## src/rtl/alu_sched.sv

```systemverilog
// alu_sched: shares a single ALU among NREQ requesters.
// Requests are granted round-robin in IDLE. The granted fields are held on the
// ALU pins for the command-dependent latency, and the result is then returned
// tagged with the requester index over a valid/ready response port.
// Optional build macro: ALU_SCHED_PRIO0_EN gives requester 0 strict priority,
// and requesters 1..NREQ-1 round-robin among themselves.
module alu_sched #(
    parameter int N       = 8,
    parameter int M       = 4,
    parameter int NREQ    = 4,
    parameter int LAT     = 2,
    parameter int MUL_LAT = 3
) (
    input  logic                      CLK,
    input  logic                      RST,
    input  logic [NREQ-1:0]           REQ_VALID,
    output logic [NREQ-1:0]           REQ_READY,
    input  logic [NREQ*N-1:0]         REQ_OPA,
    input  logic [NREQ*N-1:0]         REQ_OPB,
    input  logic [NREQ*M-1:0]         REQ_CMD,
    input  logic [NREQ-1:0]           REQ_MODE,
    input  logic [NREQ-1:0]           REQ_CIN,
    input  logic [NREQ*2-1:0]         REQ_INP_VALID,
    output logic [N-1:0]              ALU_OPA,
    output logic [N-1:0]              ALU_OPB,
    output logic [M-1:0]              ALU_CMD,
    output logic                      ALU_MODE,
    output logic                      ALU_CIN,
    output logic                      ALU_CE,
    output logic [1:0]                ALU_INP_VALID,
    input  logic [2*N-1:0]            ALU_RES,
    input  logic                      ALU_COUT,
    input  logic                      ALU_OFLOW,
    input  logic                      ALU_G,
    input  logic                      ALU_E,
    input  logic                      ALU_L,
    input  logic                      ALU_ERR,
    output logic                      RSP_VALID,
    input  logic                      RSP_READY,
    output logic [$clog2(NREQ)-1:0]   RSP_ID,
    output logic [2*N-1:0]            RSP_RES,
    output logic [5:0]                RSP_FLAGS
);

    localparam int IDW = $clog2(NREQ);
    localparam int CW  = $clog2((MUL_LAT > LAT) ? MUL_LAT : LAT) + 1;

    typedef enum logic [1:0] {
        S_IDLE,
        S_ISSUE,
        S_WAIT,
        S_RESP
    } state_t;

    state_t             r_state;
    state_t             w_state_next;

    logic [IDW-1:0]     r_last;
    logic [CW-1:0]      r_cnt;
    logic [N-1:0]       r_opa;
    logic [N-1:0]       r_opb;
    logic [M-1:0]       r_cmd;
    logic               r_mode;
    logic               r_cin;
    logic [1:0]         r_iv;
    logic [IDW-1:0]     r_rsp_id;
    logic [2*N-1:0]     r_rsp_res;
    logic [5:0]         r_rsp_flags;

    logic [NREQ-1:0]    w_cand;
    logic [IDW-1:0]     w_rot_idx [NREQ];
    logic               w_rr_found;
    logic [IDW-1:0]     w_rr_idx;
    logic               w_grant_any;
    logic [IDW-1:0]     w_grant_idx;
    logic               w_upd_last;
    logic               w_is_mul;

    logic [NREQ-1:0]    w_req_ready;
    logic               w_latch;
    logic               w_load_cnt;
    logic               w_dec_cnt;
    logic               w_capture;
    logic               w_alu_ce;
    logic               w_rsp_valid;

    // Index visited at each offset 1..NREQ after the last grant, wrapping.
    genvar gi;
    generate
        for (gi = 0; gi < NREQ; gi++) begin : g_rot
            logic [IDW:0] w_sum;
            assign w_sum = {1'b0, r_last} + (IDW+1)'(gi + 1);
            assign w_rot_idx[gi] = (w_sum >= (IDW+1)'(NREQ)) ?
                                   IDW'(w_sum - (IDW+1)'(NREQ)) : w_sum[IDW-1:0];
        end
    endgenerate

`ifdef ALU_SCHED_PRIO0_EN
    // Requester 0 bypasses the rotation and never moves the pointer.
    assign w_cand      = REQ_VALID & {{(NREQ-1){1'b1}}, 1'b0};
    assign w_grant_any = REQ_VALID[0] | w_rr_found;
    assign w_grant_idx = REQ_VALID[0] ? '0 : w_rr_idx;
    assign w_upd_last  = ~REQ_VALID[0];
`else
    assign w_cand      = REQ_VALID;
    assign w_grant_any = w_rr_found;
    assign w_grant_idx = w_rr_idx;
    assign w_upd_last  = 1'b1;
`endif

    // Pick the nearest valid candidate after the pointer. The scan runs from
    // the far end, so the closest hit is the one that is kept.
    always_comb begin
        w_rr_found = 1'b0;
        w_rr_idx   = '0;
        for (int k = NREQ - 1; k >= 0; k--) begin
            if (w_cand[w_rot_idx[k]]) begin
                w_rr_found = 1'b1;
                w_rr_idx   = w_rot_idx[k];
            end
        end
    end

    assign w_is_mul = r_mode && ((r_cmd == M'(9)) || (r_cmd == M'(10)));

    // State register.
    always_ff @(posedge CLK or posedge RST) begin
        if (RST) begin
            r_state <= S_IDLE;
        end else begin
            r_state <= w_state_next;
        end
    end

    // Next-state and control decode. The grant is suppressed while reset is
    // asserted, so REQ_READY reads zero during reset.
    always_comb begin
        w_state_next = r_state;
        w_req_ready  = '0;
        w_latch      = 1'b0;
        w_load_cnt   = 1'b0;
        w_dec_cnt    = 1'b0;
        w_capture    = 1'b0;
        w_alu_ce     = 1'b0;
        w_rsp_valid  = 1'b0;
        case (r_state)
            S_IDLE: begin
                if (w_grant_any && !RST) begin
                    w_req_ready[w_grant_idx] = 1'b1;
                    w_latch      = 1'b1;
                    w_state_next = S_ISSUE;
                end
            end
            S_ISSUE: begin
                w_alu_ce     = 1'b1;
                w_load_cnt   = 1'b1;
                w_state_next = S_WAIT;
            end
            S_WAIT: begin
                w_alu_ce = 1'b1;
                if (r_cnt == '0) begin
                    w_capture    = 1'b1;
                    w_state_next = S_RESP;
                end else begin
                    w_dec_cnt = 1'b1;
                end
            end
            S_RESP: begin
                w_rsp_valid = 1'b1;
                if (RSP_READY) begin
                    w_state_next = S_IDLE;
                end
            end
            default: w_state_next = S_IDLE;
        endcase
    end

    // Latch the granted requester's fields and advance the pointer.
    always_ff @(posedge CLK or posedge RST) begin
        if (RST) begin
            r_opa    <= '0;
            r_opb    <= '0;
            r_cmd    <= '0;
            r_mode   <= 1'b0;
            r_cin    <= 1'b0;
            r_iv     <= 2'b00;
            r_rsp_id <= '0;
            r_last   <= IDW'(NREQ - 1);
        end else if (w_latch) begin
            r_opa    <= REQ_OPA[w_grant_idx*N +: N];
            r_opb    <= REQ_OPB[w_grant_idx*N +: N];
            r_cmd    <= REQ_CMD[w_grant_idx*M +: M];
            r_mode   <= REQ_MODE[w_grant_idx];
            r_cin    <= REQ_CIN[w_grant_idx];
            r_iv     <= REQ_INP_VALID[w_grant_idx*2 +: 2];
            r_rsp_id <= w_grant_idx;
            if (w_upd_last) begin
                r_last <= w_grant_idx;
            end
        end
    end

    // Latency countdown. Multiply commands need the longer pipeline.
    always_ff @(posedge CLK or posedge RST) begin
        if (RST) begin
            r_cnt <= '0;
        end else if (w_load_cnt) begin
            r_cnt <= w_is_mul ? CW'(MUL_LAT - 1) : CW'(LAT - 1);
        end else if (w_dec_cnt) begin
            r_cnt <= r_cnt - 1'b1;
        end
    end

    // Capture the ALU result and flags once the pipeline has settled.
    always_ff @(posedge CLK or posedge RST) begin
        if (RST) begin
            r_rsp_res   <= '0;
            r_rsp_flags <= '0;
        end else if (w_capture) begin
            r_rsp_res   <= ALU_RES;
            r_rsp_flags <= {ALU_ERR, ALU_L, ALU_E, ALU_G, ALU_OFLOW, ALU_COUT};
        end
    end

    assign REQ_READY     = w_req_ready;
    assign ALU_OPA       = r_opa;
    assign ALU_OPB       = r_opb;
    assign ALU_CMD       = r_cmd;
    assign ALU_MODE      = r_mode;
    assign ALU_CIN       = r_cin;
    assign ALU_CE        = w_alu_ce;
    assign ALU_INP_VALID = w_alu_ce ? r_iv : 2'b00;
    assign RSP_VALID     = w_rsp_valid;
    assign RSP_ID        = r_rsp_id;
    assign RSP_RES       = r_rsp_res;
    assign RSP_FLAGS     = r_rsp_flags;

endmodule

```

## config.mk

```make
export PLATFORM = sky130hd
export DESIGN_NAME = alu_sched
export DESIGN_NICKNAME = d
export VERILOG_FILES = /design/src/rtl/alu_sched.sv
export SDC_FILE = /design/constraint.sdc
export NUM_CORES = 1
export LEC_CHECK = 0
export ABC_AREA = 1
export CORE_MARGIN = 1
export CORE_UTILIZATION = 45
export CTS_BUF_LIST = sky130_fd_sc_hd__clkbuf_8
export CTS_CLUSTER_SIZE = 12
export DETAILED_ROUTE_END_ITERATION = 6
export PLACE_DENSITY = 0.87
export SYNTH_ARGS = -nofsm -noshare
export SYNTH_HDL_FRONTEND = slang
export SYNTH_SLANG_ARGS = --single-unit
```

## constraint.sdc

```tcl
create_clock -name CLK -period 5.1 [get_ports CLK]
set_input_delay 1.02 -clock CLK [delete_from_list [all_inputs] [get_ports CLK]]
set_output_delay 1.02 -clock CLK [all_outputs]
set_load 0.01 [all_outputs]
```

Word level (Yosys, flattened, before mapping). Cells that the tools add are included.

Add/subtract/negate cells: 9. Order comparisons: 10. Equal/unequal tests: 8. Shift-type cells: 4. Muxes and demuxes: 45. Reduce and logical (&&, ||, !) cells: 10.

Operators by type and width (number): variable part select 32 x 6 -> 8 bit (2); 2-to-1 mux 2 bit (13); 2-to-1 mux 1 bit (20); variable part select 16 x 5 -> 4 bit (1); < comparator 2 x 3 -> 1 bit (second input constant) (5); binary-select mux 1 bit (select 2 bit) (6); greater-or-equal comparator 3 bit (second input constant) (4); equality test 4 bit (second input constant) (2); 2-to-1 mux 4 bit (2); case mux 2 bit (4 select lines) (1); variable part select 8 x 4 -> 2 bit (1); subtractor 2 x 1 -> 2 bit (second input constant) (4); adder 2 x 2 -> 3 bit (second input constant) (2); 2-to-1 mux 3 bit (2); inequality test 2 bit (second input constant) (3); equality test 2 bit (second input constant) (2); adder 2 x 1 -> 3 bit (second input constant) (1); adder 2 x 3 -> 3 bit (second input constant) (1); logical AND 1 bit (3); zero test 3 bit (1); AND reduction 3 bit (1); subtractor 3 x 1 -> 3 bit (second input constant) (1); demux 1 bit (select 2 bit) (1); equality test 2 x 1 -> 1 bit (second input constant) (1); 6 further kinds (6).

Register bits: 55. Bits of input ports: 125. Output and inout bits: 54. Logic and storage cells: 98.

Depth between registers and ports, before layout.
Word-level depth: 15. Depth in mapped cells: 17. Gate-level depth less buffers: 15.

Worst setup path before layout. No wires, ideal clock.

Path type: input to output. Start point: input RST. End point: output REQ_READY[1]. Arrival time: 3.131 ns. Required time: 4.080 ns. Path slack: 0.949 ns. Stages on the path: 6. Buffers on the path: 1. Cells stage by stage: inv_1 nand3_2 inv_2 buf_2 nand2_1 nor2_1.

Cells in the longest elaborated chain, start to end: 4.

RTL lines: start: declaration (line 15) `input logic RST,`; zero test 1 bit (no source line); logical AND 1 bit (line 148) `if (w_grant_any && !RST) begin`; 2-to-1 mux 4 bit (line 148); 2-to-1 mux 4 bit (line 146) `case (r_state)`; end: declaration (line 17) `output logic [NREQ-1:0] REQ_READY,`.

No other way between the ends.

Worst setup path in the final report.
Start point: input REQ_VALID[3]. End point: output REQ_READY[3].

Cells in the longest elaborated chain, start to end: 12. Elaborated cells between the ends (all ways): 24. Classes of those cells: order compare: 2; mux: 20; reduce/logical: 2.

RTL lines: start: declaration (line 16) `input logic [NREQ-1:0] REQ_VALID,`; binary-select mux 1 bit (select 2 bit) (line 117) `if (w_cand[w_rot_idx[k]]) begin`; 2-to-1 mux 1 bit (implied by the code) (line 117); 2-to-1 mux 2 bit (4 in series) (line 117); < comparator 2 x 3 -> 1 bit (implied by the code) / greater-or-equal comparator 2 x 1 -> 1 bit (equally long branches) (line 149) `w_req_ready[w_grant_idx] = 1'b1;`; logical AND 1 bit (implied by the code) (line 149); 2-to-1 mux 1 bit (implied by the code) (line 149); demux 1 bit (select 2 bit) (line 149); 2-to-1 mux 4 bit * (line 148); 2-to-1 mux 4 bit * (line 146).

Every way passes the cells marked *; elsewhere a longest branch is shown, timed or not. The select of a mux whose other input is x is not followed.

==> impl_metrics.tcl <==
set metrics [dict create \
    crit_type "primary input to output port" \
    postCtsHoldBufs 0 \
    cts_sinks 55 \
    clk_path_buf_depth 2 \
    drtIter0Drc 230 \
    cts_htree_levels 2 \
    yosysSeqAreaShare 0.387 \
    port_buffers 178 \
    syn-mean-instance-area_um2 6.83 \
    antenna_found_initial 0 \
    worstPathArrival_ns 3.41 \
    cts_buffers 5 \
    clkPwrFrac 0.083 \
    dpl.hpwl_mm 8.43 \
    io_pins 179 \
    worstMarginPinSlew_ns 1.02 \
    status "finished, final reports clean" \
    synth.net_count 653 \
    dieArea_um2 8290 \
    rows 32 \
    rsz0062_at_grt "no" \
    finClkSkew_ns 0.0126 \
    p_leak_nw 2.85 \
    final_layout_size_suffix_gt1_frac 0.0741 \
    fin_ws_ns 0.670 \
    internal-power_mw 1.84 \
    ant_nets 0 \
    cp_common_cell "nand2_1" \
    period_share 0.869 \
    clk_pin_slew_ns 0.10 \
    switchingPower_mw 1.68 \
    num_vias 3918 \
    postSynthCellCount 522 \
    yosys_warnings 0 \
    required_ns 4.08 \
    period_needed_ns 4.43 \
    filler_cell_count 636 \
    cts_tree "built" \
    multi_input_area_um2 1760 \
    synth_top_area_share 0.372 \
    die_x_um 91.0 \
    worst_skew_pair.late_latency_ns 0.30 \
    antenna_cells 0 \
    hold_path_class "flop to flop" \
    area_growth_pct 53.7 \
    max_stage_delay_ns 0.55 \
    wire_per_inst_um 13.6 \
    hold_violations 0 \
    grt_overflow 0 \
    cp-end-kind "output port" \
    pre_cts_ws_ns 0.721 \
    ctsResizeCount 0 \
    core-area_um2 7690 \
    vias_per_cell 4.96 \
    grt_max_degree 57 \
    cts-root-buf "clkbuf_8" \
    place_congestion 0.842 \
    slew_headroom 0.321 \
    die_h_um 91.0 \
    synth_area_um2 3570 \
    first_pass_iters 7 \
    synth_seq_cells 55 \
    regArea_um2 1380 \
    startpoint_type "primary input" \
    synthDistinctLibCells 27 \
    maxCapViolations 0 \
    fin_nets 818 \
    clock.fmax_mhz 226 \
    cts_setup_buffers 0 \
    fin_tns_setup_ns 0 \
    combPwrFrac 0.691 \
    wirelength_mm 10.7 \
    grt_usage 0.263 \
    setup_viol 0 \
    switching_share 0.476 \
    p_per_area_nw_per_um2 642 \
    power_frac_seq 0.227 \
    cpMaxStageDelayCell "clkdlybuf4s50_1" \
    drcViolationCount 0 \
    grt_pass1_wl_mm 17.5 \
    drv_slew 0 \
    initial_utilization 0.464 \
    yosys-top-cells-area "dfrtp_1 37%, nand2_1 24%, nand3_1 11%" \
    critPathMaxFanout 25 \
    path_cells "clkdlybuf4s50_1, inv_1, nand2_1, nand2_1, and2_1, nor2_2, nand3_2, nand2_2, nand2_1, nor2_1, clkdlybuf4s50_1" \
    grt_pass1_vias 3783 \
    yosys.area.top_type "dfrtp_1" \
    peakVddDrop_mv 0.355 \
]
registers in the layout (all words and copies together), names as in the netlist:
name,count
ALU_OPB,8
r_cnt,3
r_last,2
ALU_CIN,1
ALU_OPA,8
RSP_RES,16
ALU_MODE,1
ALU_CMD,4
RSP_ID,2
r_iv,2
RSP_FLAGS,6
r_state,2
critical path: cells and delay by family:
family,cells,cell delay (ns)
buffers and inverters,3,1.08
and+or+nand+nor,8,1.29
cell families (layout without fill, tap and decap cells):
kind of cell    Yosys count  count (layout)  share of synthesized area
fa+ha+maj                 6               6                     0.0210
buf+inv                  98             264                      0.121
xor+xnor                  1               1                    0.00246
simple gates            328             328                      0.381
mux                      22              22                     0.0694
flops                    55              55                      0.387
compound gates           12              12                     0.0186
metrics by stage:
stage          area, µm²   util  instances  power, mW  hold WS, ns
2_1_floorplan       3570      -        522       2.42        0.449
3_3_place_gp        5370  0.698        782       3.14        0.463
3_5_place_dp        5370  0.698        782       3.22        0.464
4_1_cts             5480  0.713        790       3.52        0.488
5_1_grt             5480  0.713        790       3.84        0.514
6_report            5480  0.713        790       3.52        0.488
layer usage:
metal | GRT usage | vias to the layer above | routed length (µm)
li1 | - | 1926 | -
met3 | 0.0419 | 16 | 766
met4 | 0.0688 | 0 | 225
met5 | 0 | - | 0
met1 | 0.314 | 1804 | 4230
met2 | 0.487 | 172 | 5530
path summary, 6_finish.rpt:
path                                        start                endpoint  slack [ns]  cells after the start
setup / recovery                     REQ_VALID[3]            REQ_READY[3]        0.67                     11
hold / removal             ALU_OPA[3]$_DFFE_PP0P_  ALU_OPA[3]$_DFFE_PP0P_        0.49                      2
setup reg to reg            r_last[0]$_DFFE_PP1P_  ALU_OPB[6]$_DFFE_PP0P_        2.35                     14
hold reg to reg            ALU_OPA[3]$_DFFE_PP0P_  ALU_OPA[3]$_DFFE_PP0P_        0.49                      2
max in group asynchronous                     RST  ALU_OPB[0]$_DFFE_PP0P_        3.39                      3
min in group asynchronous                     RST  ALU_CMD[1]$_DFFE_PP0P_        1.25                      3
cell usage in the layout (no fill, tap or decap):
cell	count
o21ai_1	1
and2_1	1
buf_4	7
or2_2	1
inv_2	4
bufinv_16	1
dfstp_2	2
a21oi_1	3
nor2_2	1
dfrtp_1	53
xor2_1	1
inv_1	66
nand2_2	3
clkinv_2	1
ha_1	6
inv_4	1
a41oi_1	1
nand3_2	2
nand2_1	232
clkdlybuf4s50_1	178
nor2_1	9
nand4_1	1
clkbuf_8	6
a22oi_1	1
mux2_2	22
o21ai_0	6
nand3_1	78
Yosys cell counts (all sizes together):
master,instances
ha,6
inv,71
xor2,1
or2,1
nor2,10
nand2,235
dfstp,2
o21ai,7
dfrtp,53
a22oi,1
nand3,80
nand4,1
clkbuf,4
a21oi,3
and2,1
a41oi,1
mux2,22
buf,23
final cells by class:
cell class	count	share of cell area
sequential	55	0.251
tap	102	0.0233
inverter	71	0.0491
multi-input combinational	369	0.320
clock inverter	2	0.00639
clock buffer	6	0.0151
timing repair buffer	185	0.334
power by group through the flow:
stage | logic (mW) | clock network, mW | registers [mW]
4_1_cts | 2.43 | 0.297 | 0.798
5_1_grt | 2.70 | 0.319 | 0.826
2_1_floorplan | 1.57 | 0 | 0.852
6_report | 2.43 | 0.291 | 0.798
3_3_place_gp | 2.34 | 0 | 0.794
3_5_place_dp | 2.42 | 0 | 0.803
No activity file was read; power rests on OpenSTA's default activity.
